[config.mk]
export PLATFORM = sky130hd
export DESIGN_NAME = muldiv_unit
export DESIGN_NICKNAME = d
export VERILOG_FILES = /design/src/rtl/muldiv_unit.sv
export SDC_FILE = /design/constraint.sdc
export NUM_CORES = 1
export LEC_CHECK = 0
export CAP_MARGIN = 20
export CORE_MARGIN = 3
export CORE_UTILIZATION = 55
export DETAILED_ROUTE_END_ITERATION = 10
export HOLD_SLACK_MARGIN = 0.02
export PLACE_DENSITY = 0.83
export SLEW_MARGIN = 20
export SYNTH_ARGS = -nofsm -noshare
export SYNTH_HDL_FRONTEND = slang
export SYNTH_SLANG_ARGS = --single-unit
[constraint.sdc]
create_clock -name clk -period 4.1 [get_ports clk]
set_input_delay 0.82 -clock clk [delete_from_list [all_inputs] [get_ports clk]]
set_output_delay 0.82 -clock clk [all_outputs]
set_load 0.005 [all_outputs]
[src/rtl/muldiv_unit.sv]
// muldiv_unit: iterative RV M-extension execute unit.
// Radix-2 shift-add multiply / restoring divide on operand magnitudes,
// one bit per cycle, followed by a single sign fix-up cycle.
// Divide-by-zero and signed overflow complete at the accept edge.
module muldiv_unit #(
  parameter int XLEN  = 32,
  parameter int TAG_W = 5
) (
  input  logic             clk,
  input  logic             rst_n,
  input  logic             flush,
  input  logic             in_valid,
  output logic             in_ready,
  input  logic [2:0]       op,
  input  logic [XLEN-1:0]  a,
  input  logic [XLEN-1:0]  b,
  input  logic [TAG_W-1:0] in_tag,
  output logic             out_valid,
  input  logic             out_ready,
  output logic [XLEN-1:0]  result,
  output logic [TAG_W-1:0] out_tag,
  output logic             busy
);

  localparam int CW = $clog2(XLEN);
  localparam logic [CW-1:0]   CNT_LAST = CW'(XLEN - 1);
  localparam logic [XLEN-1:0] MIN_VAL  = {1'b1, {(XLEN-1){1'b0}}};

  typedef enum logic [1:0] {IDLE, CALC, FIX, DONE} state_t;

  state_t            state, state_nxt;
  logic [CW-1:0]     cnt;
  logic [2:0]        op_q;
  logic              neg_q;
  logic [XLEN-1:0]   opd_q;   // |a| for multiply, |b| (divisor) for divide
  logic [2*XLEN-1:0] acc;     // mul: {hi, multiplier/lo}; div: low half is the quotient shift reg
  logic [XLEN-1:0]   rem;     // divide partial remainder (always < divisor)

  // ---- request decode (live inputs, used only at the accept edge) ----
  logic            sa, sb, neg_in, b_zero, ovf, early;
  logic [XLEN-1:0] abs_a, abs_b, early_res;

  // Operand signs, magnitudes and the early-out verdict for the incoming request
  always_comb begin
    sa        = a[XLEN-1] & (op[2] ? ~op[0] : (op == 3'b001 || op == 3'b010));
    sb        = b[XLEN-1] & (op[2] ? ~op[0] : (op == 3'b001));
    abs_a     = sa ? (~a + 1'b1) : a;
    abs_b     = sb ? (~b + 1'b1) : b;
    // remainder takes the dividend's sign; everything else takes sa^sb
    neg_in    = (op[2] & op[1]) ? sa : (sa ^ sb);
    b_zero    = (b == '0);
    ovf       = op[2] & ~op[0] & (a == MIN_VAL) & (b == '1);
    early     = op[2] & (b_zero | ovf);
    if (b_zero) early_res = op[1] ? a : '1;
    else        early_res = op[1] ? '0 : MIN_VAL;
  end

  // ---- one iteration of each core, plus the fix-up result ----
  logic [XLEN:0]     mul_sum, div_shift, div_diff;
  logic              qbit;
  logic [2*XLEN-1:0] prod;
  logic [XLEN-1:0]   dval, fix_res;

  // Iteration step and final sign correction
  always_comb begin
    mul_sum   = {1'b0, acc[2*XLEN-1:XLEN]} + (acc[0] ? {1'b0, opd_q} : '0);
    div_shift = {rem, acc[XLEN-1]};
    div_diff  = div_shift - {1'b0, opd_q};
    qbit      = ~div_diff[XLEN];
    // full-width negate so the low-half carry reaches the high half
    prod      = neg_q ? (~acc + 1'b1) : acc;
    dval      = op_q[1] ? rem : acc[XLEN-1:0];
    if (op_q[2])              fix_res = neg_q ? (~dval + 1'b1) : dval;
    else if (op_q[1:0] == 0)  fix_res = prod[XLEN-1:0];
    else                      fix_res = prod[2*XLEN-1:XLEN];
  end

  // State register
  always_ff @(posedge clk or negedge rst_n) begin
    if (!rst_n) state <= IDLE;
    else        state <= state_nxt;
  end

  // Next-state and handshake outputs
  always_comb begin
    state_nxt = state;
    in_ready  = (state == IDLE) && !flush;
    out_valid = (state == DONE);
    busy      = (state != IDLE);
    case (state)
      IDLE: if (in_valid && in_ready) state_nxt = early ? DONE : CALC;
      CALC: if (cnt == CNT_LAST)      state_nxt = FIX;
      FIX:                            state_nxt = DONE;
      DONE: if (out_ready)            state_nxt = IDLE;
      default:                        state_nxt = IDLE;
    endcase
    if (flush) state_nxt = IDLE;
  end

  // Datapath: capture at accept, iterate in CALC, publish in FIX
  always_ff @(posedge clk or negedge rst_n) begin
    if (!rst_n) begin
      cnt     <= '0;
      op_q    <= '0;
      neg_q   <= 1'b0;
      opd_q   <= '0;
      acc     <= '0;
      rem     <= '0;
      result  <= '0;
      out_tag <= '0;
    end else if (flush) begin
      cnt <= '0;
    end else begin
      case (state)
        IDLE: if (in_valid) begin
          op_q    <= op;
          out_tag <= in_tag;
          neg_q   <= neg_in;
          cnt     <= '0;
          rem     <= '0;
          opd_q   <= op[2] ? abs_b : abs_a;
          acc     <= {{XLEN{1'b0}}, (op[2] ? abs_a : abs_b)};
          if (early) result <= early_res;
        end
        CALC: begin
          cnt <= cnt + 1'b1;
          if (op_q[2]) begin
            rem <= qbit ? div_diff[XLEN-1:0] : div_shift[XLEN-1:0];
            acc <= {acc[2*XLEN-1:XLEN], acc[XLEN-2:0], qbit};
          end else begin
            acc <= {mul_sum, acc[XLEN-1:1]};
          end
        end
        FIX:     result <= fix_res;
        default: ;
      endcase
    end
  end

endmodule

==> run_summary.xml <==
<?xml version="1.0" encoding="UTF-8"?>
<metrics>
  <group name="power_and_ir_drop">
    <metric name="power.density" unit="mW/mm^2">817</metric>
    <metric name="total_power" unit="W">0.0159</metric>
    <metric name="vdd_drop_max" unit="mV">0.442</metric>
    <metric name="leakagePower" unit="nW">8.07</metric>
  </group>
  <group name="place">
    <metric name="place_hpwl" unit="um">53800</metric>
    <metric name="place.gp.congestion" unit="">1.09</metric>
    <metric name="placement.cell_area" unit="mm^2">0.0189</metric>
    <metric name="dp_worst_setup_slack" unit="ns">-0.364</metric>
    <metric name="place.port_buffers" unit="">116</metric>
  </group>
  <group name="finish">
    <metric name="drive_gt1_share" unit="%">10.4</metric>
    <metric name="final_nets" unit="">2467</metric>
    <metric name="antennaDiodeCount" unit="">0</metric>
    <metric name="layout-area-overhead-vs-synth" unit="%">17.1</metric>
    <metric name="post-route-util" unit="%">65.7</metric>
    <metric name="final_cell_area" unit="mm^2">0.0195</metric>
    <metric name="fillers" unit="">2507</metric>
    <metric name="area.sequential" unit="mm^2">0.00441</metric>
    <metric name="multi_input_area" unit="mm^2">0.0115</metric>
  </group>
  <group name="worst_setup_path">
    <metric name="cp_slowest_cell" unit="">sky130_fd_sc_hd__or4_1</metric>
    <metric name="critical_path.cell_chain" unit="">clkdlybuf4s50_1 &gt; inv_1 &gt; ha_1 &gt; or3b_2 &gt; or4_1 &gt; or4_1 &gt; nor3_2 &gt; o21ai_2 &gt; o21ai_2 &gt; buf_12 &gt; nand2_1 &gt; o21ai_0</metric>
    <metric name="worst_setup_path_startpoint" unit="">b[1]</metric>
    <metric name="worstSetupPathType" unit="">input port to flip-flop</metric>
    <metric name="crit_arrival" unit="ns">4.24</metric>
    <metric name="r2r_start" unit="">acc[31]$_DFFE_PN0P_</metric>
    <metric name="cp_data_required_time" unit="ns">4.48</metric>
    <metric name="timing.critical_path.fanout_max" unit="">23</metric>
    <metric name="worstSetupStartpointType" unit="">input port</metric>
    <metric name="timing.critical_path.slowest_cell_delay" unit="ns">0.59</metric>
    <metric name="crit_path_end_kind" unit="">flip-flop</metric>
  </group>
  <group name="yosys">
    <metric name="number_of_distinct_library_cell_variants_in_the_gate_level_netlist_after_synthesis" unit="">81</metric>
    <metric name="synthesis.yosys.warnings" unit="">0</metric>
    <metric name="sequential_share_of_the_synthesized_area" unit="%">26.4</metric>
    <metric name="asyncSetResetFlopFracSynth" unit="%">100</metric>
    <metric name="most_common_cell_in_the_netlist" unit="">sky130_fd_sc_hd__nor2_1</metric>
    <metric name="ys_seq_elements" unit="">176</metric>
    <metric name="ys_top_cells_by_count" unit="">234 x sky130_fd_sc_hd__nor2_1, 227 x sky130_fd_sc_hd__nand2_1, 209 x sky130_fd_sc_hd__o21ai_0, 179 x sky130_fd_sc_hd__a21oi_1, 176 x sky130_fd_sc_hd__dfrtp_1</metric>
    <metric name="netlist_top_cells_area" unit="">sky130_fd_sc_hd__dfrtp_1 26%, sky130_fd_sc_hd__o21ai_0 6.3%, sky130_fd_sc_hd__xnor2_1 5.9%</metric>
    <metric name="synthesis.area_per_instance" unit="um^2">7.63</metric>
    <metric name="synthesis.instances" unit="">2186</metric>
    <metric name="synthesis.nets" unit="">2340</metric>
    <metric name="netlist.top_cell.by_area" unit="">sky130_fd_sc_hd__dfrtp_1</metric>
    <metric name="synth.cell_area" unit="mm^2">0.0167</metric>
    <metric name="synth-main-ff-cell" unit="">sky130_fd_sc_hd__dfrtp_1</metric>
    <metric name="synth.top_cell.area_share" unit="%">26.4</metric>
    <metric name="synth-edff-count" unit="">0</metric>
  </group>
  <group name="timing">
    <metric name="maxClockFrequency" unit="MHz">259</metric>
    <metric name="finalHoldViolations" unit="">0</metric>
    <metric name="slew_viol_final" unit="">0</metric>
    <metric name="finalClockSkew" unit="ns">0.0149</metric>
    <metric name="worstMarginPinSlew" unit="ns">1.06</metric>
    <metric name="period_needed" unit="ns">3.86</metric>
    <metric name="setup-violations-final" unit="">0</metric>
    <metric name="min_period_over_period" unit="%">94.2</metric>
    <metric name="worst_slack" unit="ns">0.240</metric>
    <metric name="max_slew_headroom" unit="%">29.6</metric>
    <metric name="grt_setup_unrepaired" unit="">false</metric>
  </group>
  <group name="cts">
    <metric name="number_of_sinks_on_the_clock_net" unit="">176</metric>
    <metric name="clock_tree.htree_level_count" unit="">4</metric>
    <metric name="cts_inserted_buffers" unit="">17</metric>
    <metric name="cts_setup_buffers" unit="">0</metric>
    <metric name="clkSlewWorstSetupHoldPaths" unit="ns">0.08</metric>
    <metric name="clk_root_buffer_cell" unit="">sky130_fd_sc_hd__clkbuf_16</metric>
    <metric name="clock_latency" unit="ns">0.47</metric>
    <metric name="clk_path_buf_depth" unit="">2</metric>
    <metric name="cts_tree" unit="">done</metric>
  </group>
  <group name="global_routing">
    <metric name="grt_first_pass_wirelength" unit="um">102000</metric>
    <metric name="globalRouteOverflowTotal" unit="">0</metric>
    <metric name="grt_max_degree" unit="">98</metric>
    <metric name="grt_usage" unit="%">40.9</metric>
    <metric name="grt_pass1_vias" unit="">16800</metric>
    <metric name="grt_antenna_before_repair" unit="">5</metric>
  </group>
  <group name="job">
    <metric name="cap_viol_max_count" unit="">0</metric>
  </group>
  <group name="die">
    <metric name="die-height" unit="um">180</metric>
    <metric name="ios" unit="">117</metric>
    <metric name="floorplan.core_area" unit="mm^2">0.0297</metric>
    <metric name="row_count" unit="">63</metric>
    <metric name="floorplan.initialDensity" unit="%">56.1</metric>
    <metric name="fp.dieW" unit="um">180</metric>
    <metric name="fp.dieArea" unit="mm^2">0.0324</metric>
  </group>
  <group name="route">
    <metric name="initial_drt_pass_iterations" unit="">6</metric>
    <metric name="drt_drc_violations_left" unit="">0</metric>
    <metric name="first_iter_violations" unit="">2497</metric>
    <metric name="route.detailed.vias_per_inst" unit="">6.68</metric>
    <metric name="via_count" unit="">18100</metric>
    <metric name="wl_per_cell" unit="um">25.1</metric>
    <metric name="routed_wl" unit="um">68100</metric>
    <metric name="antenna_left" unit="">0</metric>
  </group>
  <group name="worst_hold_path">
    <metric name="min_path_type" unit="">input port to async pin</metric>
  </group>
  <group name="run_status">
    <metric name="outcome" unit="">complete, no violations</metric>
  </group>
</metrics>
metal layers:
metal  part of all wire, %  track usage, %
met1                    38            52.8
met2                    43            61.9
met3                    11            11.1
met4                   6.9            23.3
met5                 0.062               0
worst max-delay path, delay by kind of cell:
family / cells / cell delay [ns]
AO/OA/AOI/OAI: 3 / 0.65
adder cells (fa/ha/maj): 1 / 0.17
buffers and inverters: 3 / 0.67
AND/OR/NAND/NOR: 5 / 1.90
cell type report:
class | instances | share of cell area (%)
multi-input cells | 1793 | 58.7
flip-flops and latches | 176 | 22.6
repair buffers | 250 | 11.5
well taps | 390 | 2.50
clock buffers | 18 | 2.25
inverters | 75 | 1.44
clock inverters | 14 | 0.968
kinds of logic after synthesis:
| kind of cell | Yosys count | synth area share (%) |
|---|---|---|
| compound gates | 667 | 24.6 |
| xor+xnor | 195 | 10.2 |
| fa+ha+maj | 77 | 5.87 |
| buf+inv | 217 | 5.07 |
| flops | 176 | 26.4 |
| mux | 110 | 6.89 |
| simple gates | 744 | 20.9 |
final timing paths:
path,end,slack [ns],cells after the start
setup reg to reg,rem[0]$_DFFE_PN0P_,0.29,14
hold reg to reg,opd_q[26]$_DFFE_PN0P_,0.49,2
max in group asynchronous,neg_q$_DFFE_PN0P_,2.83,2
hold / removal,result[25]$_DFFE_PN0P_,0.37,1
setup / recovery,result[21]$_DFFE_PN0P_,0.24,12
min in group clk,opd_q[26]$_DFFE_PN0P_,0.49,2
cells in the final DEF, fill, tap and decap left out, types with 7 or more instances in the layout:
cell type                         Yosys  final
sky130_fd_sc_hd__nor2_1             234    233
sky130_fd_sc_hd__nand2_1            227    226
sky130_fd_sc_hd__o21ai_0            209    209
sky130_fd_sc_hd__a21oi_1            179    179
sky130_fd_sc_hd__dfrtp_1            176    173
sky130_fd_sc_hd__buf_4                0    127
sky130_fd_sc_hd__clkdlybuf4s50_1      0    114
sky130_fd_sc_hd__xnor2_1            112    112
sky130_fd_sc_hd__xor2_1              83     83
sky130_fd_sc_hd__inv_1               74     74
sky130_fd_sc_hd__ha_1                75     74
sky130_fd_sc_hd__mux2i_1             72     72
sky130_fd_sc_hd__nor3_1              61     60
sky130_fd_sc_hd__mux2_2              38     38
sky130_fd_sc_hd__a31oi_1             38     38
sky130_fd_sc_hd__nand3_1             39     38
sky130_fd_sc_hd__a211oi_1            34     34
sky130_fd_sc_hd__o31ai_1             29     29
sky130_fd_sc_hd__nand2b_1            26     26
sky130_fd_sc_hd__or3_1               25     25
sky130_fd_sc_hd__a21o_1              24     24
sky130_fd_sc_hd__or4_1               23     23
sky130_fd_sc_hd__nand4_1             20     20
sky130_fd_sc_hd__nor4_1              18     18
sky130_fd_sc_hd__o41ai_1             18     18
sky130_fd_sc_hd__clkbuf_16            0     17
sky130_fd_sc_hd__o211ai_1            16     16
sky130_fd_sc_hd__and3_1              14     14
sky130_fd_sc_hd__o21a_1              14     13
sky130_fd_sc_hd__nor2b_1             10     10
sky130_fd_sc_hd__o221ai_1            10     10
sky130_fd_sc_hd__and2_1               9      9
sky130_fd_sc_hd__o21ai_1             11      9
sky130_fd_sc_hd__or2_2                8      8
sky130_fd_sc_hd__a211o_1              7      7
sky130_fd_sc_hd__buf_12               0      7
stage by stage:
stage               hold WS (ns)  setup TNS [ns]  instances
finish                     0.373               0       2716
global route               0.425               0       2716
CTS                        0.400               0       2716
detailed placement         0.470           -8.12       2684
global placement           0.467           -4.76       2684
floorplan                  0.450               0       2186
sequential cells by signal (all words and copies together) (netlist names):
signal / flops
rem: 32
op_q: 3
out_tag: 5
neg_q: 1
cnt: 5
acc: 64
opd_q: 32
state: 2
result: 32
what timing repair did:
action,4_1_cts,5_1_grt
hold buffers,0,0
endpoints found under the setup margin,0,12
resized for setup,0,3
power by group:
| part | internal (W) | switching (W) | total [W] |
|---|---|---|---|
| logic | 0.00418 | 0.00671 | 0.0109 |
| clock network | 0.000902 | 0.000859 | 0.00176 |
| registers | 0.00245 | 0.000838 | 0.00328 |
(Power assumes the default switching activity.)
